<file path="config.mk">
export PLATFORM = sky130hd
export DESIGN_NAME = multi_hash_table
export DESIGN_NICKNAME = d
export VERILOG_FILES = /design/src/rtl/multi_hash_table.sv
export SDC_FILE = /design/constraint.sdc
export NUM_CORES = 1
export LEC_CHECK = 0
export BUFFER_PORTS_ARGS = -buffer_cell sky130_fd_sc_hd__buf_2
export CAP_MARGIN = 20
export CELL_PAD_IN_SITES_DETAIL_PLACEMENT = 1
export CELL_PAD_IN_SITES_GLOBAL_PLACEMENT = 2
export CORE_AREA = 10 10 130 132
export CTS_CLUSTER_DIAMETER = 150
export DETAILED_ROUTE_END_ITERATION = 8
export DIE_AREA = 0 0 140 142
export HOLD_SLACK_MARGIN = 0.15
export PLACE_DENSITY = 0.7
export SETUP_SLACK_MARGIN = 0.1
export SLEW_MARGIN = 5
export SYNTH_ARGS = -nofsm -noshare
export SYNTH_HDL_FRONTEND = slang
export SYNTH_SLANG_ARGS = --single-unit
</file>
<file path="constraint.sdc">
create_clock -name clk -period 3.2 [get_ports clk]
set_input_delay 0.64 -clock clk [delete_from_list [all_inputs] [get_ports clk]]
set_output_delay 0.64 -clock clk [all_outputs]
set_load 0.005 [all_outputs]
</file>
<file path="src/rtl/multi_hash_table.sv">
// multi_hash_table: multi-way H3-hashed key/value table with read, write and delete.
// Ports: clk/reset, request (key_in, data_in, delete_write_read_i, valid_i, ready_o),
// response (valid_o, ready_i, read_data_o, hit_table_o, result flags),
// flush_i, occupancy_o.
module multi_hash_table #(
    parameter int KEY_WIDTH        = 4,
    parameter int DATA_WIDTH       = 8,
    parameter int NUMBER_OF_TABLES = 2,
    parameter int ADR_WIDTH        = 1,
    parameter logic [NUMBER_OF_TABLES*KEY_WIDTH*ADR_WIDTH-1:0] MATRIX = 8'h21,
    parameter bit OVERWRITE        = 1'b0,
    localparam int HW    = (NUMBER_OF_TABLES > 1) ? $clog2(NUMBER_OF_TABLES) : 1,
    localparam int DEPTH = 1 << ADR_WIDTH,
    localparam int SLOTS = NUMBER_OF_TABLES * DEPTH,
    localparam int OW    = $clog2(SLOTS + 1)
) (
    input  logic                  clk,
    input  logic                  reset,
    input  logic [KEY_WIDTH-1:0]  key_in,
    input  logic [DATA_WIDTH-1:0] data_in,
    input  logic [1:0]            delete_write_read_i,
    input  logic                  valid_i,
    output logic                  ready_o,
    output logic                  valid_o,
    input  logic                  ready_i,
    output logic [DATA_WIDTH-1:0] read_data_o,
    output logic [HW-1:0]         hit_table_o,
    output logic                  no_deletion_target_o,
    output logic                  no_write_space_o,
    output logic                  no_element_found_o,
    output logic                  key_already_present_o,
    input  logic                  flush_i,
    output logic [OW-1:0]         occupancy_o
);

    localparam logic [1:0] OP_READ   = 2'b01;
    localparam logic [1:0] OP_WRITE  = 2'b10;
    localparam logic [1:0] OP_DELETE = 2'b11;

    typedef enum logic [1:0] {IDLE, READ, DECIDE, RESP} state_t;

    state_t state, state_nxt;

    logic [NUMBER_OF_TABLES-1:0][DEPTH-1:0] valid_q;
    logic [KEY_WIDTH-1:0]  key_mem  [NUMBER_OF_TABLES][DEPTH];
    logic [DATA_WIDTH-1:0] data_mem [NUMBER_OF_TABLES][DEPTH];

    logic [KEY_WIDTH-1:0]  key_q;
    logic [DATA_WIDTH-1:0] data_q;
    logic [1:0]            op_q;

    logic [ADR_WIDTH-1:0]        addr      [NUMBER_OF_TABLES];
    logic [NUMBER_OF_TABLES-1:0] slot_valid;
    logic [KEY_WIDTH-1:0]        slot_key  [NUMBER_OF_TABLES];
    logic [DATA_WIDTH-1:0]       slot_data [NUMBER_OF_TABLES];

    logic          hit, free;
    logic [HW-1:0] hit_idx, free_idx;
    logic          accept, in_decide;
    logic          do_insert, do_update, do_delete;
    logic [OW-1:0] occ_q;

    logic [DATA_WIDTH-1:0] rd_nxt, rd_q;
    logic [HW-1:0]         ht_nxt, ht_q;
    logic [3:0]            flg_nxt, flg_q;

    assign ready_o   = (state == IDLE) && !flush_i;
    assign accept    = valid_i && ready_o && (delete_write_read_i != 2'b00);
    assign in_decide = (state == DECIDE);

    // H3 hash of the latched key, one address per table
    always_comb begin
        for (int i = 0; i < NUMBER_OF_TABLES; i++) begin
            addr[i] = '0;
            for (int b = 0; b < ADR_WIDTH; b++) begin
                for (int k = 0; k < KEY_WIDTH; k++) begin
                    addr[i][b] = addr[i][b] ^ (key_q[k] &
                        MATRIX[(i*KEY_WIDTH+k)*ADR_WIDTH+b]);
                end
            end
        end
    end

    always_ff @(posedge clk or negedge reset) begin
        if (!reset) begin
            state <= IDLE;
            op_q  <= 2'b00;
        end else begin
            state <= state_nxt;
            if (accept) op_q <= delete_write_read_i;
        end
    end

    always_comb begin
        state_nxt = state;
        unique case (state)
            IDLE:    if (accept) state_nxt = READ;
            READ:    state_nxt = DECIDE;
            DECIDE:  state_nxt = RESP;
            RESP:    if (ready_i) state_nxt = IDLE;
            default: state_nxt = IDLE;
        endcase
    end

    // Payload storage and the per-operation snapshot need no reset:
    // valid_q and the FSM decide whether any of it is ever observed.
    always_ff @(posedge clk) begin
        if (accept) begin
            key_q  <= key_in;
            data_q <= data_in;
        end
        if (state == READ) begin
            for (int i = 0; i < NUMBER_OF_TABLES; i++) begin
                slot_valid[i] <= valid_q[i][addr[i]];
                slot_key[i]   <= key_mem[i][addr[i]];
                slot_data[i]  <= data_mem[i][addr[i]];
            end
        end
        if (do_insert) begin
            key_mem[free_idx][addr[free_idx]]  <= key_q;
            data_mem[free_idx][addr[free_idx]] <= data_q;
        end
        if (do_update) begin
            data_mem[hit_idx][addr[hit_idx]] <= data_q;
        end
    end

    // Scan downwards so the lowest matching/free table wins
    always_comb begin
        hit      = 1'b0;
        hit_idx  = '0;
        free     = 1'b0;
        free_idx = '0;
        for (int i = NUMBER_OF_TABLES - 1; i >= 0; i--) begin
            if (slot_valid[i] && (slot_key[i] == key_q)) begin
                hit     = 1'b1;
                hit_idx = HW'(i);
            end
            if (!slot_valid[i]) begin
                free     = 1'b1;
                free_idx = HW'(i);
            end
        end
    end

    assign do_update = in_decide && (op_q == OP_WRITE) && hit && OVERWRITE;
    assign do_insert = in_decide && (op_q == OP_WRITE) && !hit && free;
    assign do_delete = in_decide && (op_q == OP_DELETE) && hit;

    always_ff @(posedge clk or negedge reset) begin
        if (!reset) begin
            valid_q <= '0;
            occ_q   <= '0;
        end else if ((state == IDLE) && flush_i) begin
            valid_q <= '0;
            occ_q   <= '0;
        end else begin
            if (do_insert) begin
                valid_q[free_idx][addr[free_idx]] <= 1'b1;
                if (occ_q != OW'(SLOTS)) occ_q <= occ_q + 1'b1;
            end
            if (do_delete) begin
                valid_q[hit_idx][addr[hit_idx]] <= 1'b0;
                if (occ_q != '0) occ_q <= occ_q - 1'b1;
            end
        end
    end

    // Flag order: {no_deletion_target, no_write_space,
    //              no_element_found, key_already_present}
    always_comb begin
        rd_nxt  = '0;
        ht_nxt  = '0;
        flg_nxt = 4'b0000;
        unique case (1'b1)
            (op_q == OP_READ): begin
                if (hit) begin
                    rd_nxt = slot_data[hit_idx];
                    ht_nxt = hit_idx;
                end else begin
                    flg_nxt[1] = 1'b1;
                end
            end
            (op_q == OP_WRITE): begin
                if (hit) begin
                    flg_nxt[0] = 1'b1;
                    ht_nxt     = hit_idx;
                end else if (free) begin
                    ht_nxt = free_idx;
                end else begin
                    flg_nxt[2] = 1'b1;
                end
            end
            (op_q == OP_DELETE): begin
                if (hit) ht_nxt = hit_idx;
                else     flg_nxt[3] = 1'b1;
            end
            default: ;
        endcase
    end

    // Response is cleared on handshake so outputs read zero outside RESP
    always_ff @(posedge clk or negedge reset) begin
        if (!reset) begin
            rd_q  <= '0;
            ht_q  <= '0;
            flg_q <= 4'b0000;
        end else if (in_decide) begin
            rd_q  <= rd_nxt;
            ht_q  <= ht_nxt;
            flg_q <= flg_nxt;
        end else if ((state == RESP) && ready_i) begin
            rd_q  <= '0;
            ht_q  <= '0;
            flg_q <= 4'b0000;
        end
    end

    assign valid_o               = (state == RESP);
    assign read_data_o           = rd_q;
    assign hit_table_o           = ht_q;
    assign no_deletion_target_o  = flg_q[3];
    assign no_write_space_o      = flg_q[2];
    assign no_element_found_o    = flg_q[1];
    assign key_already_present_o = flg_q[0];
    assign occupancy_o           = occ_q;

endmodule

</file>
== After elaboration in Yosys (flattened, before gate mapping) ==
Memory sizes are Yosys's and may differ from the RTL's.
Index checks and enable logic that the tools add are counted.

* Mux-type cells: 77
* $lt $le $gt $ge: 16
* Bitwise logic cells: 8
* Reduce and logical (&&, ||, !) cells: 25
* Eq/ne operators: 11
* Add/subtract/negate cells: 2

{| class="wikitable"
|+ Operators with widths
! operator !! number
|-
| 8-bit two-way mux || 12
|-
| 4-bit two-way mux || 13
|-
| 1-bit two-way mux || 34
|-
| 1-bit logical AND || 17
|-
| 16-bit two-way mux || 1
|-
| 3-bit two-way mux || 5
|-
| 1-bit by 2-bit less-than comparator with 1-bit output, second input constant || 6
|-
| 2-bit >= comparator, second input constant || 5
|-
| 1-bit inverter with 2-bit output || 5
|-
| 8-bit demux with 1-bit select || 1
|-
| 2-bit == test, second input constant || 4
|-
| 4-bit == test || 2
|-
| 2-bit two-way mux || 4
|-
| 2-bit case mux with 4 select lines || 1
|-
| 4-bit AND || 1
|-
| 2-bit demux with 1-bit select || 2
|-
| 4-bit demux with 1-bit select || 1
|-
| 2-bit by 1-bit == test with 1-bit output, second input constant || 2
|-
| 1-bit >= comparator, second input constant || 4
|-
| 4-bit inverter || 1
|-
| 4-bit bitwise OR || 1
|-
| 2-bit nonzero test || 2
|-
| 3-bit by 1-bit adder with 3-bit output, second input constant || 1
|-
| 3-bit inequality test, second input constant || 1
|-
| 11 further kinds || 13
|}

* Word-level logic and storage cells: 154
* Memory bits (writable): 72
* Bits in registers: 38
* Memories: 4

{| class="wikitable"
|+ Memories
! memory !! depth !! bits a word !! read ports !! clocked after Yosys merged registers in !! wr ports !! RTL line !! text
|-
| data_mem || 2 || 16 || 2 || 0 || 1 || 46 || <nowiki>logic [DATA_WIDTH-1:0] data_mem [NUMBER_OF_TABLES][DEPTH];</nowiki>
|-
| key_mem || 2 || 8 || 2 || 0 || 1 || 45 || <nowiki>logic [KEY_WIDTH-1:0] key_mem [NUMBER_OF_TABLES][DEPTH];</nowiki>
|-
| slot_data || 2 || 8 || 1 || 0 || 2 || 55 || <nowiki>logic [DATA_WIDTH-1:0] slot_data [NUMBER_OF_TABLES];</nowiki>
|-
| slot_key || 2 || 4 || 2 || 0 || 2 || 54 || <nowiki>logic [KEY_WIDTH-1:0] slot_key [NUMBER_OF_TABLES];</nowiki>
|}

== Logic depth before layout (Yosys ltp) ==
Gate-level depths: netlist of the first run.
An unclocked memory read counts as a cell.

* Depth after elaboration: 19
* Mapped depth: 8
* Depth with buffers taken out: 7

== Worst setup path after synthesis of the first run ==
Ideal clock, no wire load.

* Path kind: reg-to-reg
* Start point: register key_q[0]
* End point: register valid_q[0] in the netlist's numbering
* Path slack: 400 ps
* Arrival: 2730 ps
* Clock period less this slack: 2800 ps
* Cell stages (with the launch flop): 7
* Data required time: 3130 ps
* Buffers on the path: 1
* Cells stage by stage: edfxtp_1 -> buf_2 -> nand2b_1 -> o2111ai_1 -> o21bai_2 -> nor4_1 -> o221a_2

* Longest elaborated chain between the ends: 18
* Elaborated cells on any way between the ends: 42

{| class="wikitable"
|+ Ends and longest elaborated chain
! element !! RTL line !! text
|-
| from (decl) || 48 || <nowiki>logic [KEY_WIDTH-1:0] key_q;</nowiki>
|-
| from (signal assigned) || 109 || <nowiki>key_q <= key_in;</nowiki>
|-
| 4-bit == test || 135 || <nowiki>if (slot_valid[i] && (slot_key[i] == key_q)) begin</nowiki>
|-
| 1-bit logical AND || 135 ||
|-
| 1-bit two-way mux (2 in a row) || 135 ||
|-
| 1-bit inverter with 2-bit output (implied by the code) || 163 || <nowiki>valid_q[hit_idx][addr[hit_idx]] <= 1'b0;</nowiki>
|-
| 1-bit two-way mux (implied by the code) (3 in a row) || 163 ||
|-
| 1-bit by 2-bit less-than comparator with 1-bit output (implied by the code) / 1-bit >= comparator (equally long branches) || 163 ||
|-
| 1-bit logical AND (implied by the code) || 163 ||
|-
| 1-bit two-way mux (implied by the code) || 163 ||
|-
| 1-bit demux with 1-bit select || 163 ||
|-
| 2-bit two-way mux (implied by the code) || 163 ||
|-
| 2-bit demux with 1-bit select || 163 ||
|-
| 4-bit inverter (no line) || n/a ||
|-
| 4-bit AND (no line) || n/a ||
|-
| 4-bit two-way mux (*) || 162 || <nowiki>if (do_delete) begin</nowiki>
|-
| 4-bit two-way mux (*) || 154 || <nowiki>end else if ((state == IDLE) && flush_i) begin</nowiki>
|-
| to (signal assigned) || 155 || <nowiki>valid_q <= '0;</nowiki>
|-
| to (signal, indexed assignment) || 159 || <nowiki>valid_q[free_idx][addr[free_idx]] <= 1'b1;</nowiki>
|-
| to (signal, indexed assignment) || 163 ||
|-
| to (decl) || 44 || <nowiki>logic [NUMBER_OF_TABLES-1:0][DEPTH-1:0] valid_q;</nowiki>
|}

Mark *: on every way between the ends. The rest lies on a longest branch, timed or not. The select of a mux whose other input is x is not followed.
A chain may end at the register's enable or synchronous reset.

== Worst setup path after layout of the first run ==
* Start point: register key_q[1]
* End point: memory key_mem[0][0] in the netlist's numbering, enable pin

* Longest elaborated chain between the ends: 9
* Elaborated cells on any way between the ends: 20

{| class="wikitable"
|+ Ends and longest elaborated chain
! element !! RTL line !! text
|-
| 1-bit two-way mux (implied by the code) / 4-bit == test (equally long branches) || 120, 135 ||
|-
| 1-bit two-way mux (implied by the code) / 1-bit logical AND (equally long branches) || 120, 135 ||
|-
| 1-bit two-way mux (on tied branches) || 120, 135 ||
|-
| 1-bit inverter with 2-bit output (implied by the code) / 1-bit two-way mux (equally long branches) || 120, 135 ||
|-
| 2-bit >= comparator (implied by the code) (tied with other cells) || 120 || <nowiki>key_mem[free_idx][addr[free_idx]] <= key_q;</nowiki>
|-
| 1-bit logical AND (on tied branches) || 120, 147 ||
|-
| 4-bit two-way mux (implied by the code) / 1-bit logical AND (equally long branches) || 120, 147 ||
|-
| 4-bit demux with 1-bit select / 1-bit two-way mux (equally long branches) || 120, 119 ||
|-
| 8-bit two-way mux (implied by the code) (*) || 120 ||
|-
| to (decl) || 45 ||
|}

Marked as above.

==> results.py, run 1 <==
metrics = {
    "sta": {
        "final-hold-violation-count": 0,
        "max_freq_mhz": 382,
        "fin_skew_ps": 8.97,
        "fin_crit_sh_pct": 81.9,
        "drv_slew": 0,
        "min_period_ps": 2620,
        "worstMarginPinSlew_ps": 731,
        "finalSetupViolCount": 0,
        "setup_ws_ps": 581,
        "rsz0062_at_grt": "no",
        "finalSetupTns_ps": 0,
        "slew_headroom_pct": 51.3,
    },
    "final_layout": {
        "finalNetCount": 338,
        "drive_gt1_share_pct": 30.3,
        "nFillCells": 1506,
        "syn2layout_area_growth_pct": 16.7,
        "final_core_util_pct": 35.3,
        "diodes": 0,
    },
    "placed_design": {
        "pre_cts_ws_ps": 565,
        "gp_congestion": 0.753,
        "dp_hpwl_mm": 6.37,
        "port_buffers": 36,
    },
    "clocking": {
        "cts_made_buffers": 9,
        "cts_setup_buffers": 0,
        "clockBufferDepth": 2,
        "clkLatencyLatePin_ps": 350,
        "cts_tree": "built",
        "postCtsHoldBufs": 0,
        "path_clk_slew_ps": 80,
        "cts_root_buf": "clkbuf_16",
        "clock_sinks": 110,
        "htreeDepth": 3,
        "post_cts_resized": 0,
    },
    "global_route": {
        "antenna_found_initial": 0,
        "grt_max_degree": 27,
        "track_usage_pct": 9.52,
        "grt_pass1_vias": 2570,
        "grt_pass1_wl_mm": 14.7,
        "grt-ovfl-total": 0,
    },
    "floorplanning": {
        "start_util_pct": 30.2,
        "dieArea_um2": 19900,
        "rows": 44,
        "core_area_um2": 14300,
        "die_width_um": 140,
        "ios": 37,
        "die_h_um": 142,
    },
    "synthesis": {
        "synthCells": 263,
        "synth_top_area_cell": "edfxtp_1",
        "ys_top_cells_by_area": "edfxtp_1 (60%), dfrtp_1 (14%), mux2_2 (7.3%), ha_1 (2.0%), mux2i_1 (1.8%)",
        "synth_nets": 289,
        "seq_area_frac_synth_pct": 73.5,
        "syn_area_per_cell_um2": 16.5,
        "yosysWarnings": 0,
        "synth.most_common_cell": "edfxtp_1",
        "synth_ff_type": "edfxtp_1",
        "syn_area_um2": 4330,
        "yosys.area.top_type_share_pct": 59.7,
        "synth_common_cells": "edfxtp_1 (86), mux2_2 (28), dfrtp_1 (24)",
        "synthArstFlopShare_pct": 21.8,
        "ys_ff_latch": 110,
        "synth-edff-count": 86,
        "synth_cell_types": 46,
    },
    "power_and_ir_drop": {
        "finalPower_uw": 3730,
        "power_density_nw_per_um2": 739,
        "p_leak_uw": 0.00186,
        "peakVddDrop_mv": 0.293,
    },
    "setup_path": {
        "crit_type": "reg -> reg",
        "startpoint_type": "register",
        "cp.arrival_ps": 2590,
        "path_max_fanout": 13,
        "required_ps": 3180,
        "worstSetupEndpointType": "register",
    },
    "routing": {
        "viasPerCell": 4.62,
        "firstDrtPassIters": 4,
        "drt-total-wl_mm": 8.96,
        "drt.antenna.violating_nets": 0,
        "drc": 0,
        "drtIter0Drc": 143,
        "wl_per_cell_um": 17.9,
        "vias": 2317,
    },
    "hold_path": {
        "hold_class": "in -> async",
    },
    "run_status": {
        "status": "complete, no violations",
    },
    "job": {
        "maxCapViolCount": 0,
    },
}
## cell type report
cell class / count / area [um2] / share of cell area [%]
Sequential cell: 110 / 3180 / 63.0
Tap cell: 184 / 230 / 4.56
Inverter: 10 / 40.0 / 0.792
Multi-Input combinational cell: 137 / 1080 / 21.4
Clock inverter: 6 / 51.3 / 1.02
Timing Repair Buffer: 44 / 240 / 4.75
Clock buffer: 10 / 229 / 4.53
## final timing paths
check,from,end,slack (ps),depth (start not counted)
setup / recovery,key_q[1]$_DFFE_PP_,key_mem[0][0]$_DFFE_PP_,580,5
hold / removal,reset,read_data_o[6]$_DFFE_PN0P_,270,1
setup reg to reg,key_q[1]$_DFFE_PP_,key_mem[0][0]$_DFFE_PP_,580,5
hold reg to reg,read_data_o[7]$_DFFE_PN0P_,read_data_o[7]$_DFFE_PN0P_,480,2
max in group asynchronous,reset,valid_q[2]$_DFF_PN0_,2540,1
min in group clk,data_in[6],data_q[6]$_DFFE_PP_,470,1
## logic make-up after synthesis
kind of cell               after synthesis  share of synthesized area [%]
AOI/OAI and AO/OA                       40                           7.34
xor gates and xnor gates                 2                          0.405
adders and majority gates                7                           2.02
buffers and inverters                   16                           1.68
DFF                                    110                           73.5
muxes                                   36                           9.13
and+or+nand+nor                         52                           5.90
## registers in the layout, indices dropped and copies added (netlist names)
signal and flops:
op_q 2, data_mem 32, slot_key 8, hit_table_o 1, slot_data 16, occupancy_o 3
read_data_o 8, state 2, data_q 8, slot_valid 2, key_q 4, key_mem 16
valid_q 4, flg_q 4
## power by group
part,switching [uW],internal (uW)
Sequential,138,1810
Combinational,442,290
Clock,511,541
Total,1090,2640
## metrics by stage
step                      cell area (um2)  std cells  hold slack [ps]
after floorplan                      4330        263              344
after global placement               4770        485              467
after detailed placement             4770        485              473
after CTS                            5050        501              295
after global routing                 5050        501              307
final                                5050        501              271
## metal layers
layer,wire [um],GRT usage [%]
met1,4130,11.6
met2,4400,15.8
met3,343,3.37
met4,87,2.45
met5,0,0
## layout by cell type (no fill, tap or decap), drive strengths merged, types with 7 or more instances in the layout
| cell type | count |
|---|---|
| buf | 44 |
| clkbuf | 10 |
| dfrtp | 24 |
| edfxtp | 86 |
| ha | 7 |
| inv | 13 |
| mux2 | 28 |
| mux2i | 8 |
| nand2 | 17 |
| nor2 | 13 |
| o21ai | 13 |
## critical path, stage by stage, from the launching register on
cell	delay, ps
edfxtp_1	600
inv_4	90
o2111ai_1	380
o21bai_2	190
nor2_1	290
and3_1	690
No activity file was read; power rests on OpenSTA's default activity.
==> run 2, diff against run 1 <==
clock period = 2.6 ns   (was 3.2 ns; I/O delays follow)
==> results.py, run 2 (synthesis results as in run 1) <==
metrics = {
    "run_status": {
        "status": "complete, no violations",
    },
    "routing": {
        "drtIter0Drc": 108,
        "wl_per_cell_um": 17.7,
        "drt.antenna.violating_nets": 0,
        "drt-total-wl_mm": 8.98,
        "drc": 0,
        "firstDrtPassIters": 5,
        "vias": 2355,
        "viasPerCell": 4.64,
    },
    "clocking": {
        "cts_tree": "built",
        "cts_root_buf": "clkbuf_16",
        "clockBufferDepth": 2,
        "path_clk_slew_ps": 70,
        "postCtsHoldBufs": 0,
        "htreeDepth": 3,
        "clock_sinks": 110,
        "clkLatencyLatePin_ps": 350,
        "cts_made_buffers": 9,
    },
    "sta": {
        "setup_ws_ps": 412,
        "min_period_ps": 2190,
        "finalSetupViolCount": 0,
        "rsz0062_at_grt": "no",
        "fin_crit_sh_pct": 84.1,
        "final-hold-violation-count": 0,
        "fin_skew_ps": 5.68,
        "slew_headroom_pct": 58.2,
        "finalSetupTns_ps": 0,
        "max_freq_mhz": 457,
        "worstMarginPinSlew_ps": 627,
        "drv_slew": 0,
    },
    "power_and_ir_drop": {
        "power_density_nw_per_um2": 914,
        "peakVddDrop_mv": 0.400,
        "p_leak_uw": 0.00189,
    },
    "setup_path": {
        "crit_type": "reg -> reg",
        "required_ps": 2640,
        "cp.arrival_ps": 2220,
        "slowest_delay_ps": 420,
        "critPathBufInv": 3,
        "critical-path-top-delay-family": "buffers and inverters",
        "slowest_stage": "dfrtp_1",
        "worstSetupEndpointType": "register",
        "crit_path_cell_trace": "inv_1 -> ha_1 -> nand3b_1 -> o21bai_2 -> nor2_1 -> buf_4 -> nand2_1 -> nor2_1 -> buf_4",
        "startpoint_type": "register",
        "rrSetupSlack_ps": 410,
        "path_max_fanout": 12,
    },
    "final_layout": {
        "seq_area_um2": 3180,
        "layout_common_cells": "edfxtp_1 (86), buf_2 (36), mux2_2 (28)",
        "finalNetCount": 344,
        "drive_gt1_share_pct": 31.6,
        "multi_input_area_um2": 1080,
        "syn2layout_area_growth_pct": 18.1,
        "mostFrequentLayoutCell": "edfxtp_1",
        "diodes": 0,
        "largest_register_ffs": 32,
        "nFillCells": 1503,
    },
    "placed_design": {
        "pre_cts_ws_ps": 299,
        "port_buffers": 36,
        "dp_hpwl_mm": 6.12,
        "gp_congestion": 0.755,
    },
    "global_route": {
        "grt-ovfl-total": 0,
        "antenna_found_initial": 0,
        "track_usage_pct": 9.51,
        "grt_pass1_wl_mm": 14.6,
        "grt_pass1_vias": 2571,
        "grt_max_degree": 27,
    },
    "floorplanning": {
        "rows": 44,
        "start_util_pct": 30.2,
        "die_width_um": 140,
        "ios": 37,
        "dieArea_um2": 19900,
        "core_area_um2": 14300,
        "die_h_um": 142,
    },
    "hold_path": {
        "hold_class": "in -> async",
    },
    "job": {
        "maxCapViolCount": 0,
    },
}
## run 2: cell count changes in the layout (fill, tap and decap cells not counted), sizes merged
cell      before  now
buf           44   50
bufinv         0    1
clkbuf        10   11
clkinv         3    1
clkinvlp       0    2
inv           13   11
## run 2: worst register-to-register path, stage by stage (launching register included)
cell and delay (ps):
dfrtp_1 420, inv_1 100, ha_1 280, nand3b_1 130, o21bai_2 220, nor2_1 140
buf_4 150, nand2_1 70, nor2_1 110, buf_4 260
## run 2: routing by layer
metal	up-vias	track usage (%)	part of all wire, %
li1	1104	-	-
met5	-	0	0
met4	0	3.48	1.7
met2	42	16.2	52
met3	10	3.37	4.2
met1	1199	10.8	42
## run 2: layout make-up
cell class,instances,share of cell area (%)
sequential,110,62.3
multi-input combinational,137,21.2
timing repair buffer,50,5.58
clock buffer,11,4.55
tap,184,4.50
clock inverter,5,1.15
inverter,10,0.783
## run 2: what timing repair did
action | CTS | global route
gates resized for setup | 0 | 1
buffers inserted | 0 | 0
endpoints found under the setup margin | 0 | 7
## run 2: through the flow
stage          utilization [%]  area (um2)  cells  power [uW]  hold WS [ps]
3_3_place_gp              33.7        4820    491        3340           466
4_1_cts                   35.7        5110    507        4750           201
6_report                  35.7        5110    507        4670           183
5_1_grt                   35.7        5110    507        4960           223
2_1_floorplan                -        4340    263        2990           224
3_5_place_dp              33.7        4820    491        3370           471
## run 2: worst paths after layout
| check | from | to | depth (start not counted) |
|---|---|---|---|
| worst max-delay path | state[0]$_DFFE_PN0P_ | key_mem[1][2]$_DFFE_PP_ | 9 |
| worst min-delay path | reset | state[1]$_DFFE_PN0P_ | 1 |
| worst max register to register | state[0]$_DFFE_PN0P_ | key_mem[1][2]$_DFFE_PP_ | 9 |
| worst min register to register | read_data_o[4]$_DFFE_PN0P_ | read_data_o[4]$_DFFE_PN0P_ | 2 |
| max in group asynchronous | reset | read_data_o[4]$_DFFE_PN0P_ | 1 |
| min in group clk | data_in[3] | data_q[3]$_DFFE_PP_ | 1 |
## run 2: report_power, final
part	internal (uW)	switching, uW	leakage (uW)	total (uW)
Sequential	2230	166	0.00111	2400
Combinational	373	551	0.000644	925
Clock	749	599	0.000136	1350
==> run 3, diff against run 2 <==
PLACE_DENSITY = 0.72   (was 0.7)
clock period = 1.8 ns   (was 2.6 ns; I/O delays follow)
==> results.py, run 3 (synthesis results as in run 1) <==
metrics = {
    "global_route": {
        "grt_max_degree": 27,
        "track_usage_pct": 10.2,
        "antenna_found_initial": 0,
        "grt_pass1_wl_mm": 15.5,
        "grt_pass1_vias": 2817,
        "grt-ovfl-total": 0,
    },
    "clocking": {
        "clkLatencyLatePin_ps": 350,
        "htreeDepth": 3,
        "clockBufferDepth": 2,
        "cts_tree": "built",
        "clock_sinks": 110,
        "cts_root_buf": "clkbuf_16",
        "cts_made_buffers": 9,
        "path_clk_slew_ps": 70,
    },
    "routing": {
        "drt-total-wl_mm": 10.1,
        "vias": 2569,
        "viasPerCell": 4.71,
        "drt.antenna.violating_nets": 0,
        "drc": 0,
        "firstDrtPassIters": 4,
        "wl_per_cell_um": 18.5,
        "drtIter0Drc": 129,
    },
    "setup_path": {
        "worstSetupEndpointType": "register",
        "crit_path_cell_trace": "xnor2_2 -> o2111ai_4 -> or2_4 -> a221oi_4 -> buf_4 -> a32o_2 -> a211oi_2",
        "reg2reg_from": "key_q[2]$_DFFE_PP_",
        "required_ps": 2030,
        "startpoint_type": "register",
        "rrSetupSlack_ps": -250,
        "r2r-end": "occupancy_o[2]$_DFF_PN0_",
        "r2r_cells": 7,
        "setup.worst_path.end": "occupancy_o[2]$_DFF_PN0_",
        "crit_start": "key_q[2]$_DFFE_PP_",
        "slowest_stage": "edfxtp_1",
        "slowest_delay_ps": 480,
        "crit_type": "reg -> reg",
        "path_max_fanout": 5,
        "cp.arrival_ps": 2280,
    },
    "power_and_ir_drop": {
        "finalPower_uw": 7290,
        "peakVddDrop_mv": 0.521,
        "power_density_nw_per_um2": 1280,
        "p_leak_uw": 0.00216,
    },
    "floorplanning": {
        "die_h_um": 142,
        "core_area_um2": 14300,
        "start_util_pct": 30.2,
        "die_width_um": 140,
        "dieArea_um2": 19900,
        "rows": 44,
        "ios": 37,
    },
    "sta": {
        "worstMarginPinSlew_ps": 636,
        "setup_ws_ps": -254,
        "fin_crit_sh_pct": 114,
        "min_period_ps": 2050,
        "final-hold-violation-count": 0,
        "fin_skew_ps": 8.12,
        "slew_headroom_pct": 57.6,
        "max_freq_mhz": 487,
        "drv_slew": 0,
        "finalSetupViolCount": 65,
        "rsz0062_at_grt": "yes",
    },
    "run_status": {
        "violations": "negative setup slack",
        "status": "complete, but fails checks",
    },
    "job": {
        "maxCapViolCount": 0,
    },
    "placed_design": {
        "pre_cts_ws_ps": -282,
        "gp_congestion": 0.738,
        "port_buffers": 36,
        "dp_hpwl_mm": 6.51,
    },
    "final_layout": {
        "drive_gt1_share_pct": 45.0,
        "largest_register_ffs": 32,
        "final_core_util_pct": 39.8,
        "mostFrequentLayoutCell": "edfxtp_1",
        "finalNetCount": 383,
        "diodes": 0,
        "layout_common_cells": "edfxtp_1 (86), buf_4 (38), buf_2 (36)",
        "syn2layout_area_growth_pct": 31.7,
    },
    "hold_path": {
        "hold_class": "in -> reg",
    },
}
==> run 3: critical path, delay by kind of cell (launching register included) <==
kind / cells / cell delay, ps
flops: 1 / 480
simple gates: 1 / 290
xor+xnor: 1 / 240
compound gates: 4 / 730
buf+inv: 1 / 190
==> run 3: per-layer routing <==
| metal | wire, um | share of wire (%) | GRT usage [%] | vias to the layer above |
|---|---|---|---|---|
| li1 | - | - | - | 1191 |
| met5 | 0 | 0 | 0 | - |
| met3 | 506 | 5.0 | 3.64 | 10 |
| met4 | 114 | 1.1 | 2.66 | 0 |
| met2 | 5330 | 53 | 18.1 | 54 |
| met1 | 4160 | 41 | 11.4 | 1314 |
==> run 3: power by group <==
group	switching [uW]	leakage, uW	internal [uW]	total [uW]
sequential	223	0.00111	3220	3450
combinational	1050	0.000911	925	1970
clock	882	0.000142	992	1870
==> run 3: layout make-up <==
class	count	area [um2]
repair buffers	88	702
clock buffers	11	243
fillers	1473	8610
multi-input cells	138	1260
inverters	10	47.5
clock inverters	5	38.8
well taps	184	230
flip-flops and latches	110	3180
==> run 3: what timing repair did <==
action,4_1_cts,5_1_grt
cloned,2,1
hold endpoints to repair,24,0
setup endpoints to repair,80,82
resized for setup,27,16
setup buffers,9,5
pin swaps,13,7
hold buffers,1,0
==> run 3: worst min-delay path by stage <==
stage,from,to,slack (ps),cells past startpoint
detailed placement,reset,state[0]$_DFFE_PN0P_,410,1
finish,data_in[7],data_q[7]$_DFFE_PP_,180,1
global route,data_in[2],data_q[2]$_DFFE_PP_,170,1
floorplan,reset,flg_q[0]$_DFFE_PN0P_,60,0
CTS,data_in[4],data_q[4]$_DFFE_PP_,170,1
global placement,reset,state[1]$_DFFE_PN0P_,410,1
==> run 3: through the flow <==
step | hold slack, ps | std cells | setup TNS, ps | cell area, um2
6_report | 183 | 546 | -9310 | 5700
5_1_grt | 166 | 546 | -15610 | 5700
4_1_cts | 169 | 540 | -8570 | 5610
3_5_place_dp | 412 | 512 | -10880 | 5090
3_3_place_gp | 413 | 512 | -7980 | 5090
2_1_floorplan | 64.4 | 263 | -8590 | 4390
